<file path="config.mk">
export PLATFORM = sky130hd
export DESIGN_NAME = vending_payment_ctrl
export DESIGN_NICKNAME = d
export VERILOG_FILES = /design/src/rtl/vending_payment_ctrl.sv
export SDC_FILE = /design/constraint.sdc
export NUM_CORES = 1
export LEC_CHECK = 0
export ABC_AREA = 1
export CORE_ASPECT_RATIO = 1.2
export CORE_UTILIZATION = 45
export CTS_BUF_LIST = sky130_fd_sc_hd__clkbuf_16
export DETAILED_ROUTE_END_ITERATION = 6
export PLACE_DENSITY = 0.67
export SYNTH_ARGS = -nofsm -noshare
export SYNTH_HDL_FRONTEND = slang
export SYNTH_SLANG_ARGS = --single-unit
</file>
<file path="constraint.sdc">
create_clock -name clk -period 4.6 [get_ports clk]
set_input_delay 0.46 -clock clk [delete_from_list [all_inputs] [get_ports clk]]
set_output_delay 0.46 -clock clk [all_outputs]
set_load 0.01 [all_outputs]
</file>
<file path="src/rtl/vending_payment_ctrl.sv">
`default_nettype none
// ============================================================================
// Module   : vending_payment_ctrl
// Purpose  : Vending transaction controller. Accepts coins into a credit
//            balance, dispenses a product when a menu select edge is covered
//            by the credit, and pays remaining credit back as a timed train
//            of 500W/100W change pulses on cancel.
// Revision : 1.0 - initial release
// ============================================================================
module vending_payment_ctrl #(
  parameter int unsigned PRICE0     = 1000,
  parameter int unsigned PRICE1     = 1200,
  parameter int unsigned PRICE2     = 1500,
  parameter int unsigned BAL_MAX    = 9900,
  parameter int unsigned CHANGE_GAP = 3
) (
  input  logic        clk,
  input  logic        rst,
  input  logic        coin_100,
  input  logic        coin_500,
  input  logic        coin_1000,
  input  logic [1:0]  product_id,
  input  logic        selected,
  input  logic        cancel,
  output logic [13:0] balance,
  output logic        dispense,
  output logic [1:0]  dispense_id,
  output logic        change_500,
  output logic        change_100,
  output logic        coin_reject,
  output logic        insufficient,
  output logic        busy
);

  typedef enum logic [1:0] {
    ST_IDLE   = 2'd0,
    ST_CREDIT = 2'd1,
    ST_VEND   = 2'd2,
    ST_CHANGE = 2'd3
  } state_t;

  // Gap counter must hold 0..CHANGE_GAP; keep at least one bit.
  localparam int unsigned GAP_W = (CHANGE_GAP < 1) ? 1 : $clog2(CHANGE_GAP + 1);

  localparam logic [13:0]      c_price0   = 14'(PRICE0);
  localparam logic [13:0]      c_price1   = 14'(PRICE1);
  localparam logic [13:0]      c_price2   = 14'(PRICE2);
  localparam logic [14:0]      c_bal_max  = 15'(BAL_MAX);
  localparam logic [13:0]      c_coin_100 = 14'd100;
  localparam logic [13:0]      c_coin_500 = 14'd500;
  localparam logic [13:0]      c_coin_1k  = 14'd1000;
  localparam logic [GAP_W-1:0] c_gap_last = GAP_W'(CHANGE_GAP);
  localparam logic [GAP_W-1:0] c_gap_one  = GAP_W'(1);

  // Registered state and outputs
  state_t           r_state;
  logic [13:0]      r_balance;
  logic             r_sel_prev;
  logic [GAP_W-1:0] r_gap_cnt;
  logic             r_dispense;
  logic [1:0]       r_dispense_id;
  logic             r_change_500;
  logic             r_change_100;
  logic             r_coin_reject;
  logic             r_insufficient;
  logic             r_busy;

  // Next-state values
  state_t           w_nxt_state;
  logic [13:0]      w_nxt_balance;
  logic [GAP_W-1:0] w_nxt_gap_cnt;
  logic             w_nxt_dispense;
  logic [1:0]       w_nxt_dispense_id;
  logic             w_nxt_change_500;
  logic             w_nxt_change_100;
  logic             w_nxt_coin_reject;
  logic             w_nxt_insufficient;

  // Input decode
  logic             w_sel_edge;
  logic             w_any_coin;
  logic             w_multi_coin;
  logic [13:0]      w_coin_val;
  logic [14:0]      w_coin_sum;
  logic             w_coin_fits;
  logic [13:0]      w_credit_add;
  logic [13:0]      w_bal_plus;
  logic [13:0]      w_price;
  logic             w_price_ok;

  // Purchase requests are only the rising edge of the level select flag.
  assign w_sel_edge   = selected & ~r_sel_prev;

  assign w_any_coin   = coin_100 | coin_500 | coin_1000;
  assign w_multi_coin = (coin_100 & coin_500) | (coin_100 & coin_1000) |
                        (coin_500 & coin_1000);

  // Pick the winning coin by priority 1000 > 500 > 100.
  always_comb begin
    w_coin_val = 14'd0;
    if (coin_1000) begin
      w_coin_val = c_coin_1k;
    end else if (coin_500) begin
      w_coin_val = c_coin_500;
    end else if (coin_100) begin
      w_coin_val = c_coin_100;
    end
  end

  // One extra bit so the overflow comparison cannot wrap.
  assign w_coin_sum   = {1'b0, r_balance} + {1'b0, w_coin_val};
  assign w_coin_fits  = (w_coin_sum <= c_bal_max);
  assign w_credit_add = (w_any_coin && w_coin_fits) ? w_coin_val : 14'd0;
  // Bounded by BAL_MAX, so 14 bits never overflow.
  assign w_bal_plus   = r_balance + w_credit_add;

  // Price lookup for the product under the cursor; id 3 has no product.
  always_comb begin
    w_price = 14'd0;
    case (product_id)
      2'd0:    w_price = c_price0;
      2'd1:    w_price = c_price1;
      2'd2:    w_price = c_price2;
      default: w_price = 14'd0;
    endcase
  end

  // Purchase is judged against the balance before any same-cycle coin.
  assign w_price_ok = (product_id != 2'd3) && (r_balance >= w_price);

  // Next-state and next-output logic for the transaction FSM.
  always_comb begin
    w_nxt_state        = r_state;
    w_nxt_balance      = r_balance;
    w_nxt_gap_cnt      = r_gap_cnt;
    w_nxt_dispense     = 1'b0;
    w_nxt_dispense_id  = r_dispense_id;
    w_nxt_change_500   = 1'b0;
    w_nxt_change_100   = 1'b0;
    w_nxt_coin_reject  = 1'b0;
    w_nxt_insufficient = 1'b0;

    case (r_state)
      ST_IDLE, ST_CREDIT: begin
        if (cancel && (r_state == ST_CREDIT)) begin
          // Cancel wins over a purchase and refuses any coin this cycle.
          w_nxt_state       = ST_CHANGE;
          w_nxt_gap_cnt     = '0;
          w_nxt_coin_reject = w_any_coin;
        end else begin
          // Losing coins and an overflowing winner both raise one reject.
          w_nxt_coin_reject = w_multi_coin | (w_any_coin & ~w_coin_fits);
          if (w_sel_edge && w_price_ok) begin
            // Coin credit and price debit land together on entering VEND.
            w_nxt_state       = ST_VEND;
            w_nxt_balance     = w_bal_plus - w_price;
            w_nxt_dispense    = 1'b1;
            w_nxt_dispense_id = product_id;
          end else begin
            w_nxt_insufficient = w_sel_edge;
            w_nxt_balance      = w_bal_plus;
            w_nxt_state        = (w_bal_plus != 14'd0) ? ST_CREDIT : ST_IDLE;
          end
        end
      end

      ST_VEND: begin
        // Single-cycle dispense; requests and cancels are dropped here.
        w_nxt_coin_reject = w_any_coin;
        w_nxt_state       = (r_balance != 14'd0) ? ST_CREDIT : ST_IDLE;
      end

      ST_CHANGE: begin
        w_nxt_coin_reject = w_any_coin;
        if (r_balance == 14'd0) begin
          w_nxt_state = ST_IDLE;
        end else begin
          // Emit one coin when the gap counter wraps to zero.
          if (r_gap_cnt == '0) begin
            if (r_balance >= c_coin_500) begin
              w_nxt_change_500 = 1'b1;
              w_nxt_balance    = r_balance - c_coin_500;
            end else if (r_balance >= c_coin_100) begin
              w_nxt_change_100 = 1'b1;
              w_nxt_balance    = r_balance - c_coin_100;
            end
          end
          w_nxt_gap_cnt = (r_gap_cnt == c_gap_last) ? '0 : (r_gap_cnt + c_gap_one);
        end
      end

      default: begin
        w_nxt_state = ST_IDLE;
      end
    endcase
  end

  // State, balance and registered outputs; async reset abandons any payout.
  always_ff @(posedge clk or posedge rst) begin
    if (rst) begin
      r_state        <= ST_IDLE;
      r_balance      <= 14'd0;
      r_sel_prev     <= 1'b0;
      r_gap_cnt      <= '0;
      r_dispense     <= 1'b0;
      r_dispense_id  <= 2'd0;
      r_change_500   <= 1'b0;
      r_change_100   <= 1'b0;
      r_coin_reject  <= 1'b0;
      r_insufficient <= 1'b0;
      r_busy         <= 1'b0;
    end else begin
      r_state        <= w_nxt_state;
      r_balance      <= w_nxt_balance;
      r_sel_prev     <= selected;
      r_gap_cnt      <= w_nxt_gap_cnt;
      r_dispense     <= w_nxt_dispense;
      r_dispense_id  <= w_nxt_dispense_id;
      r_change_500   <= w_nxt_change_500;
      r_change_100   <= w_nxt_change_100;
      r_coin_reject  <= w_nxt_coin_reject;
      r_insufficient <= w_nxt_insufficient;
      r_busy         <= (w_nxt_state == ST_VEND) || (w_nxt_state == ST_CHANGE);
    end
  end

  assign balance      = r_balance;
  assign dispense     = r_dispense;
  assign dispense_id  = r_dispense_id;
  assign change_500   = r_change_500;
  assign change_100   = r_change_100;
  assign coin_reject  = r_coin_reject;
  assign insufficient = r_insufficient;
  assign busy         = r_busy;

endmodule
`default_nettype wire

</file>
### Word level (Yosys, flattened, before mapping)

Cells that the tools add are included.

| operators by class | value |
|---|---|
| multipliers | 0 |
| mux-type cells | 39 |
| shift-type cells | 0 |
| reductions and logical operators | 17 |
| add/sub/neg operators | 6 |
| $lt $le $gt $ge | 4 |
| div/mod/pow operators | 0 |
| bitwise logic cells | 13 |
| equal/unequal tests | 14 |

Operators by type and width:

| kind | number |
|---|---|
| 14-bit two-way mux | 7 |
| 11-bit one-hot mux with 3 select lines | 1 |
| 14-bit one-hot mux with 2 select lines | 1 |
| 14-bit nonzero test | 2 |
| 1-bit two-way mux | 18 |
| 14-bit by 14-bit adder with 15-bit output | 1 |
| 15-bit by 14-bit <= comparator with 1-bit output, second input constant | 1 |
| 14-bit adder | 1 |
| 14-bit greater-or-equal comparator | 1 |
| 14-bit by 7-bit greater-or-equal comparator with 1-bit output, second input constant | 1 |
| 14-bit by 9-bit greater-or-equal comparator with 1-bit output, second input constant | 1 |
| 14-bit zero test | 1 |
| 14-bit subtractor | 1 |
| 14-bit by 7-bit subtractor with 14-bit output, second input constant | 1 |
| 14-bit by 9-bit subtractor with 14-bit output, second input constant | 1 |
| 2-bit == test, second input constant | 6 |
| 2-bit two-way mux | 6 |
| 10-bit two-way mux | 1 |
| 2-bit != test, second input constant | 5 |
| 9-bit two-way mux | 1 |
| 7-bit two-way mux | 1 |
| 2-bit zero test | 3 |
| 2-bit one-hot mux with 3 select lines | 1 |
| 3-bit AND reduction | 2 |
| other kinds (13) | 28 |

| storage, ports and cells | value |
|---|---|
| memories | 0 |
| output and inout port bits | 22 |
| word-level logic and storage cells | 104 |
| bits in registers | 27 |
| memory bits (read-only) | 0 |
| input port bits | 9 |
| memory bits (writable) | 0 |
| bits in latches | 0 |

### Logic depth before layout (Yosys ltp)

| logic depth | value |
|---|---|
| word-level depth | 15 |
| mapped depth | 42 |
| gate-level depth less buffers | 42 |

### Worst setup path after synthesis

OpenSTA, ideal clock, no wires.

| timing | value |
|---|---|
| path kind | in2reg |
| start point | in coin_1000 |
| end point | reg r_balance[13] (netlist: balance[13]) |
| required time | 4.478 ns |
| setup time | 0.122 ns |
| path buffers | 0 |
| path slack | -0.421 ns |
| cell stages on the path | 36 |
| data arrival time | 4.900 ns |
| path through | nor2_1 -> inv_1 -> nor2_1 -> inv_1 -> ha_1 -> a21oi_1 -> nor2_1 -> nor2_1 -> nand2_1 -> nand2_1 -> nand3_1 -> nor2_1 -> nand3_1 -> nand2_1 -> nand2_1 -> nand2_2 -> inv_1 -> nor3_1 -> ha_1 -> inv_1 -> fa_1 -> xnor2_1 -> ha_1 -> nand2_1 -> nor2_1 -> a211oi_1 -> o31ai_1 -> a21oi_1 -> o21bai_1 -> a21oi_1 -> nor2_1 -> nor2_1 -> nand2_1 -> or2_1 -> nand3_1 -> a21oi_1 |

| on the way | value |
|---|---|
| word-level cells in the longest chain between the ends | 10 |
| elaborated cells on any way between the ends | 11 |
| those cells by class | 3 x add/sub; 1 x order compare; 5 x mux; 1 x bitwise; 1 x reduce/logical |

Ends and longest elaborated chain:

| item | RTL line | source |
|---|---|---|
| from (decl) | 21 | `input logic coin_1000,` |
| 10-bit two-way mux | 101 | `if (coin_1000) begin` |
| 14-bit by 14-bit adder with 15-bit output | 111 | `assign w_coin_sum = {1'b0, r_balance} + {1'b0, w_coin_val};` |
| 15-bit by 14-bit <= comparator with 1-bit output | 112 | `assign w_coin_fits = (w_coin_sum <= c_bal_max);` |
| 1-bit logical AND | 113 | `assign w_credit_add = (w_any_coin && w_coin_fits) ? w_coin_val : 14'd0;` |
| 14-bit two-way mux (*) | 113 |  |
| 14-bit adder (*) | 115 | `assign w_bal_plus = r_balance + w_credit_add;` |
| 14-bit subtractor | 156 | `w_nxt_balance = w_bal_plus - w_price;` |
| 14-bit two-way mux (*) | 153 | `if (w_sel_edge && w_price_ok) begin` |
| 14-bit two-way mux (*) | 145 | `if (cancel && (r_state == ST_CREDIT)) begin` |
| 14-bit one-hot mux with 2 select lines (*) | 143 | `case (r_state)` |
| to (signal assigned) | 214 | `r_balance <= w_nxt_balance;` |
| to (decl) | 57 | `logic [13:0] r_balance;` |

Mark *: on every way between the ends. The rest lies on a longest branch, timed or not. The select of a mux whose other input is x is not followed.
A chain may end at the register's enable or synchronous reset.

### Worst setup path after layout

| timing | value |
|---|---|
| start point | in coin_500 |
| end point | reg r_balance[11] (netlist: balance[11]) |

| on the way | value |
|---|---|
| word-level cells in the longest chain between the ends | 11 |
| elaborated cells on any way between the ends | 13 |
| those cells by class | 3 x add/sub; 1 x order compare; 6 x mux; 2 x bitwise; 1 x reduce/logical |

Ends and longest elaborated chain:

| item | RTL line | source |
|---|---|---|
| from (decl) | 20 | `input logic coin_500,` |
| 9-bit two-way mux | 103 | `end else if (coin_500) begin` |
| 10-bit two-way mux | 101 |  |
| 14-bit by 14-bit adder with 15-bit output | 111 |  |
| 15-bit by 14-bit <= comparator with 1-bit output | 112 |  |
| 1-bit logical AND | 113 |  |
| 14-bit two-way mux (*) | 113 |  |
| 14-bit adder (*) | 115 |  |
| 14-bit subtractor | 156 |  |
| 14-bit two-way mux (*) | 153 |  |
| 14-bit two-way mux (*) | 145 |  |
| 14-bit one-hot mux with 2 select lines (*) | 143 |  |

Marked as above.

==> impl_summary.log <==
[metrics] outcome: finished with violations
[metrics] violated checks: negative setup slack
[metrics] Hold-fix buffers, CTS: 0
[metrics] antenna violations before repair: 0
[metrics] remaining antenna violation count after routing: 0
[metrics] worst r2r path cells: 32
[metrics] Post-synth top cells: nand2_1 (116), inv_1 (75), nor2_1 (48)
[metrics] Worst path depth: 35
[metrics] Post-Synth Simple-Gate Area: between 30% and 40%
[metrics] top cells by area in the synthesized netlist: dfrtp_1 (19%), ha_1 (15%), nand2_1 (13%)
[metrics] Adder-Cell Fraction of Synth Area: roughly 17%
[metrics] Worst path slowest cell: fa_2
[metrics] commonest register cell after synthesis: dfrtp_1
[metrics] top cell type's share of synthesized area: between 10% and 20%
[metrics] Slowest Stage Delay on Critical Path: 530 ps
[metrics] final std cell area, no fill: 4800 um^2
[metrics] standard cell core area: between 7000 and 8000 um^2
[metrics] number of max-cap violations: 0
[metrics] Storage cell area: 626 um^2
[metrics] CTS tree: built
[metrics] post-synthesis cell type with the largest combined area: dfrtp_1
[metrics] Post-Synthesis Cell Area: between 3000 and 4000 um^2
[metrics] mean instance size in the synthesized netlist: ~6.5 um^2
[metrics] vertical extent of the die: between 90 and 100 um
[metrics] Post-Route Utilization: about two thirds
[metrics] source of the worst register-to-register timing path: balance[2]$_DFFE_PP0P_
[metrics] TritonCTS Buffers: 3
[metrics] placed wire-length estimate after detailed placement: 8.22 mm
[metrics] launching element of the worst setup path: coin_500
[metrics] fraction of synthesized area in multiplexers: 0%
[metrics] share of the cycle needed by the critical path after routing: 106%
[metrics] Worst slew margin: 30.9%
[metrics] total clock sinks: 25
[metrics] Post-layout nets: just under 700
[metrics] capturing element of the worst setup path: balance[11]$_DFFE_PP0P_
[metrics] insertion delay of the later-clocked pin in the worst-skew pair: 270 ps
[metrics] Post-Place Cell Area: roughly 4300 um^2
[metrics] Synth-to-Final Area Change: 43.0%
[metrics] Die Area: between 7000 and 8000 um^2
[metrics] Fillers: ~600
[metrics] f_max: between 0.2 and 0.25 GHz
[metrics] global-route wire length before repair: between 15 and 20 mm
[metrics] CTS clock-pin slew for the worst setup and hold paths: approximately 70 ps
[metrics] total wirelength of the detailed-routed design: about 11 mm
[metrics] port buffer count: 28
[metrics] pins over their slew limit: 0
[metrics] category of the most critical setup path: in2reg
[metrics] Worst setup EP type: flip-flop
[metrics] number of placement rows: 34
[metrics] CP max FO: 4
[metrics] All-Layer GR Usage: between 20 and 30%
[metrics] maximum clock insertion buffer count: 2
[metrics] post-synthesis cell type count: 43
[metrics] # setup viols final: 6
[metrics] Register-to-Register Setup Slack: -200 ps
[metrics] area fraction in compound gates after synthesis: 17.7%
[metrics] combinational family with the most area after synthesis: simple AND/OR/NAND/NOR gates
[metrics] clock period minus final worst setup slack: 4880 ps
[metrics] min setup slack post-route: -278 ps
[metrics] Async S/R FF share, synth: 100%
[metrics] area of the multi-input gates: 2730 um^2
[metrics] kind of start point of the critical path: primary input
[metrics] r2r endpoint: balance[11]$_DFFE_PP0P_
[metrics] die span in x: about 81 um
[metrics] maximum number of pins on one net before global-route repair: 26
[metrics] Yosys Warn Count: 0
[metrics] DRT Pass-1 Iters: 5
[metrics] area share of xor/xnor cells in the synthesized design: 4.18%
[metrics] total of flip-flops plus latches after synthesis: 25
[metrics] average wire per cell in the routed design: 15.0 um
[metrics] number of vias after detailed routing: around 3,900
[metrics] IO Pins: 31
[metrics] Worst Skew: ~7.6 ps
[metrics] total overflow reported by the global router: 0
[metrics] detailed-route vias per instance: 5.44
[metrics] actual slew at the worst max-slew pin: around 1000 ps
[metrics] Final Hold Vio Count: 0
[metrics] antenna diode count: 0
[metrics] synthesized netlist cell count: approximately 520
[metrics] fraction of final layout cells sized beyond drive strength 1: between 20% and 30%
[metrics] Worst path top cell family by delay: simple AND/OR/NAND/NOR gates
[metrics] most numerous cell on the critical path: nand2_1
[metrics] initial core utilization: 46.4%
[metrics] most frequent cell after synthesis: nand2_1
[metrics] CP arrival: between 5000 and 6000 ps
[metrics] crit path buf inv count: 6
[metrics] count of flip-flops with a built-in enable after synthesis: 0
[metrics] violation count after the first detailed-route iteration: approximately 430
[metrics] setup repair after global routing missed its margin: true
[metrics] required time of the worst setup path: ~4800 ps
[metrics] worst hold slack across all endpoints: approximately 440 ps
[metrics] sequential share of the synthesized area: a little under a fifth
[metrics] HP Class: reg2reg
[metrics] via count of the first global-routing pass: around 3,700
[metrics] clk root buf: clkbuf_16
[metrics] global placement routability congestion: 0.979
[metrics] H-tree level count: 1
[metrics] post-detailed-route DRC marker count: 0
[metal layers]
metal | vias to the layer above | wire length (um) | track usage, %
met1 | 1801 | 4450 | 31.6
li1 | 1924 | - | -
met2 | 140 | 5390 | 53.2
met5 | - | 0 | 0
met3 | 32 | 489 | 2.54
met4 | 0 | 409 | 12.4
[cells by family after synthesis]
kind of cell    after synthesis
fa+ha+maj                    43
xor+xnor                     16
simple gates                244
flops                        25
other cells                   1
compound gates               99
buf+inv                      89
[sequential cells by signal, summed over array words and instances, names as in the netlist]
signal	count
change_100	1
r_sel_prev	1
r_gap_cnt	2
change_500	1
dispense_id	2
r_state	2
busy	1
coin_reject	1
balance	12
insufficient	1
dispense	1
[worst min path at each step]
stage                              start                     end  depth (start not counted)
floorplan           r_sel_prev$_DFF_PP0_  insufficient$_DFF_PP0_                          1
global placement    r_sel_prev$_DFF_PP0_  insufficient$_DFF_PP0_                          1
detailed placement  r_sel_prev$_DFF_PP0_  insufficient$_DFF_PP0_                          1
CTS                 r_sel_prev$_DFF_PP0_  insufficient$_DFF_PP0_                          1
global route        r_sel_prev$_DFF_PP0_  insufficient$_DFF_PP0_                          1
finish              r_sel_prev$_DFF_PP0_  insufficient$_DFF_PP0_                          1
[through the flow]
step	instances	setup slack, ps	TNS, ps
floorplan	518	-142	-199
global placement	699	-1010	-8520
CTS	709	-370	-1820
detailed placement	699	-1120	-9600
finish	716	-278	-1130
global route	716	-737	-4330
[area by class of cell]
class | instances | area share (%)
Multi-Input combinational cell | 404 | 57.0
Clock inverter | 1 | 0.156
Inverter | 80 | 6.31
Tap cell | 90 | 2.35
Timing Repair Buffer | 113 | 19.6
Clock buffer | 3 | 1.56
Sequential cell | 25 | 13.0
[cell usage in the layout (no fill, tap or decap), types with 3 or more instances in the layout]
cell type	count
nor4_1	3
nand2_1	113
ha_1	29
inv_1	67
xor2_1	11
o211ai_1	5
nand3_2	6
nand3_1	33
a22oi_1	5
nand4_1	6
nor2_4	4
nor3_1	6
o21ai_1	3
o21ai_0	22
or2_2	3
o21ai_2	4
nor2_2	7
o21bai_1	3
a21oi_2	7
nand2_2	14
o21a_1	6
a21oi_1	25
buf_8	3
nand3b_1	5
dfrtp_1	25
clkdlybuf4s50_1	25
clkbuf_16	3
ha_4	9
nor2_1	39
inv_2	11
buf_4	83
a31oi_1	4
[worst reg2reg max path: cells and delay by family, from the launching register on]
kind | cells | cell delay [ps]
flops | 1 | 390
buf+inv | 5 | 390
fa+ha+maj | 4 | 1430
compound gates | 7 | 940
xor+xnor | 2 | 340
simple gates | 14 | 1250
[repair_timing]
item	CTS	global route
hold endpoints to repair	0	0
endpoints found under the setup margin	12	11
setup buffers	6	7
resized for setup	30	46
pin swaps	34	54
Power is left out: the tool's default activity adds up to more than one toggle a clock period on the data nets, which glitch-free logic cannot reach.
==> variant: new RTL, same flow settings <==
Add an input register stage for `coin_100`, `coin_500`, `coin_1000`, `product_id`, `selected` and `cancel`, with the module's reset; this delays them by one clock.
--- a/src/rtl/vending_payment_ctrl.sv
+++ b/src/rtl/vending_payment_ctrl.sv
@@ -52,6 +52,31 @@
   localparam logic [GAP_W-1:0] c_gap_last = GAP_W'(CHANGE_GAP);
   localparam logic [GAP_W-1:0] c_gap_one  = GAP_W'(1);
 
+  logic coin_100_q;
+  logic coin_500_q;
+  logic coin_1000_q;
+  logic [1:0] product_id_q;
+  logic selected_q;
+  logic cancel_q;
+
+  always_ff @(posedge clk or posedge rst) begin
+    if (rst) begin
+      coin_100_q   <= '0;
+      coin_500_q   <= '0;
+      coin_1000_q  <= '0;
+      product_id_q <= '0;
+      selected_q   <= '0;
+      cancel_q     <= '0;
+    end else begin
+      coin_100_q   <= coin_100;
+      coin_500_q   <= coin_500;
+      coin_1000_q  <= coin_1000;
+      product_id_q <= product_id;
+      selected_q   <= selected;
+      cancel_q     <= cancel;
+    end
+  end
+
   // Registered state and outputs
   state_t           r_state;
   logic [13:0]      r_balance;
@@ -89,20 +114,20 @@
   logic             w_price_ok;
 
   // Purchase requests are only the rising edge of the level select flag.
-  assign w_sel_edge   = selected & ~r_sel_prev;
-
-  assign w_any_coin   = coin_100 | coin_500 | coin_1000;
-  assign w_multi_coin = (coin_100 & coin_500) | (coin_100 & coin_1000) |
-                        (coin_500 & coin_1000);
+  assign w_sel_edge   = selected_q & ~r_sel_prev;
+
+  assign w_any_coin   = coin_100_q | coin_500_q | coin_1000_q;
+  assign w_multi_coin = (coin_100_q & coin_500_q) | (coin_100_q & coin_1000_q) |
+                        (coin_500_q & coin_1000_q);
 
   // Pick the winning coin by priority 1000 > 500 > 100.
   always_comb begin
     w_coin_val = 14'd0;
-    if (coin_1000) begin
+    if (coin_1000_q) begin
       w_coin_val = c_coin_1k;
-    end else if (coin_500) begin
+    end else if (coin_500_q) begin
       w_coin_val = c_coin_500;
-    end else if (coin_100) begin
+    end else if (coin_100_q) begin
       w_coin_val = c_coin_100;
     end
   end
@@ -117,7 +142,7 @@
   // Price lookup for the product under the cursor; id 3 has no product.
   always_comb begin
     w_price = 14'd0;
-    case (product_id)
+    case (product_id_q)
       2'd0:    w_price = c_price0;
       2'd1:    w_price = c_price1;
       2'd2:    w_price = c_price2;
@@ -126,7 +151,7 @@
   end
 
   // Purchase is judged against the balance before any same-cycle coin.
-  assign w_price_ok = (product_id != 2'd3) && (r_balance >= w_price);
+  assign w_price_ok = (product_id_q != 2'd3) && (r_balance >= w_price);
 
   // Next-state and next-output logic for the transaction FSM.
   always_comb begin
@@ -142,7 +167,7 @@
 
     case (r_state)
       ST_IDLE, ST_CREDIT: begin
-        if (cancel && (r_state == ST_CREDIT)) begin
+        if (cancel_q && (r_state == ST_CREDIT)) begin
           // Cancel wins over a purchase and refuses any coin this cycle.
           w_nxt_state       = ST_CHANGE;
           w_nxt_gap_cnt     = '0;
@@ -155,7 +180,7 @@
             w_nxt_state       = ST_VEND;
             w_nxt_balance     = w_bal_plus - w_price;
             w_nxt_dispense    = 1'b1;
-            w_nxt_dispense_id = product_id;
+            w_nxt_dispense_id = product_id_q;
           end else begin
             w_nxt_insufficient = w_sel_edge;
             w_nxt_balance      = w_bal_plus;
@@ -212,7 +237,7 @@
     end else begin
       r_state        <= w_nxt_state;
       r_balance      <= w_nxt_balance;
-      r_sel_prev     <= selected;
+      r_sel_prev     <= selected_q;
       r_gap_cnt      <= w_nxt_gap_cnt;
       r_dispense     <= w_nxt_dispense;
       r_dispense_id  <= w_nxt_dispense_id;
Check against the original RTL: not equivalent (Yosys sat finds a counterexample within 4 cycles, from zero or initial values and one cycle with rst high).
==> variant against the original RTL <==
Sequential cell count up 7; the run still ends with negative setup slack left; first-iteration DRC count fell by 35%; routed wire length grew 5.4%; non-clock buffer count grew 6; worst setup slack got worse by 240 ps; cell area rose by 11%; area after synthesis is 9.3% higher; critical path depth increased by 4; register-to-register slack worse by 320 ps; global-route usage fell by 1.5 points.
Power is left out: the tool's default activity adds up to more than one toggle a clock period on the data nets, which glitch-free logic cannot reach.
==> variant: results (changes against the original RTL) <==
Worst setup path
  • Kind of cell adding the most delay to the critical path: simple AND/OR/NAND/NOR gates (unchanged)
  • Critical path's largest stage delay: 450 ps (was 530 ps)
  • Crit path arrival time: 5330 ps (was 5070 ps)
  • Crit path max fanout: 4 (unchanged)
  • Worst path slowest cell: dfrtp_2 (was fa_2)

Finish
  • Fillers: 660 (was 613)
  • Final #Nets: 716 (was 679)
  • Layout cells sized above 1: 0.322 (was 0.284)

CTS
  • H-tree levels: 2 (was 1)
  • Clk slew on worst S/H paths: about 60 ps
  • CTS Buf Count: 5 (was 3)

Timing
  • Worst Slack Setup Final: -519 ps (was -278 ps)
  • F_max: 195 MHz (was 205 MHz)
  • Fin Clk Skew: 4.95 ps (was 7.62 ps)
  • Worst-margin pin slew: 609 ps (was 1030 ps)
  • Final slew viol count: 0 (unchanged)
  • Finish-stage setup viols: 9 (was 6)

Yosys
  • Synth Area in Compound Gates: 0.168 (was 0.177)
  • Sequential share of the synthesized area: 0.218 (was 0.186)
  • Syn. warnings: 0 (unchanged)
  • Synth top cells by count: nand2_1, inv_1, nor2_1 (unchanged)
  • Xor-xnor portion of the synthesized cell area: 0.0263 (was 0.0418)
  • Cell variety after synth: 45 (was 43)
  • Synth area leaders: dfrtp_1, ha_1, nand2_1, inv_1, nor2_1 (unchanged)
  • Mux contribution to synthesized area: 0 (unchanged)
  • Synth Area in Adders: 0.153 (was 0.167)

Drt
  • DR iter-0 viols: 278 (was 428)
  • Via count: 4,051 (was 3,897)
  • Drt wl/cell: 15.0 um (about the same)

Placed design
  • DP HPWL: 8270 um (was 8220 um)
  • GPL Wtd Cong: 0.965 (was 0.979)
  • Dpl ws: -567 ps (was -1120 ps)

Global route
  • Initial antenna violation count: 0 (unchanged)
  • GRT Util Overall: 0.266 (was 0.281)
  • First-pass GRT wire length: 18,100 um (was 16,700 um)
  • Largest net degree at the start of global routing: 33 (was 26)

Status
  • Status: finished, violations left (unchanged)
  • Failing checks: negative setup slack (unchanged)
-- variant: changes by cell type after synthesis, moves of 3 or more --
cell and change:
o21ai_0 +11, inv_1 +10, nand2_4 +5, nand2_1 +3, dfrtp_1 +7, nor2_1 +3
xor2_1 -7
-- variant: worst paths after layout --
path,from,endpoint,slack (ps),cells after the start
max,coin_500_q,balance[13],-520,39
min,selected_q,r_sel_prev,380,0
max reg2reg,coin_500_q,balance[13],-520,39
min reg2reg,selected_q,r_sel_prev,380,0
max in group asynchronous,rst,coin_500_q,3710,3
min in group asynchronous,rst,r_state[1],570,3
-- variant: timing repair --
action	CTS	global route
setup endpoints to repair	8	12
setup buffers	19	14
resized for setup	43	50
pin swaps	18	41
-- variant: logic make-up (layout without fill, tap and decap cells) --
kind of cell | after synthesis | count (layout)
other cells | 1 | 2
flops | 32 | 32
compound gates | 105 | 105
buf+inv | 100 | 216
xor+xnor | 11 | 11
simple gates | 256 | 256
fa+ha+maj | 43 | 43
-- variant: through the flow --
stage / util / instances / cell area, sq um / setup TNS (ps)
after floorplan: - / 549 / 3740 / -634
after global placement: 0.583 / 720 / 4540 / -2250
after detailed placement: 0.583 / 720 / 4540 / -2680
after CTS: 0.644 / 746 / 5020 / -1820
after global routing: 0.685 / 757 / 5340 / -5500
final: 0.685 / 757 / 5340 / -2250
-- variant: metal layers --
layer | share of wire | GRT usage | routed length [um] | up-vias
li1 | - | - | - | 2018
met1 | 0.40 | 0.298 | 4490 | 1894
met2 | 0.53 | 0.515 | 6010 | 112
met3 | 0.044 | 0.0287 | 496 | 27
met4 | 0.028 | 0.108 | 320 | 0
met5 | 0 | 0 | 0 | -
-- variant: final cells by class --
cell class,instances,share of cell area
sequential,32,0.151
timing repair buffer,119,0.184
multi-input combinational,417,0.551
clock buffer,5,0.0234
inverter,89,0.0645
tap,92,0.0216
clock inverter,3,0.00445
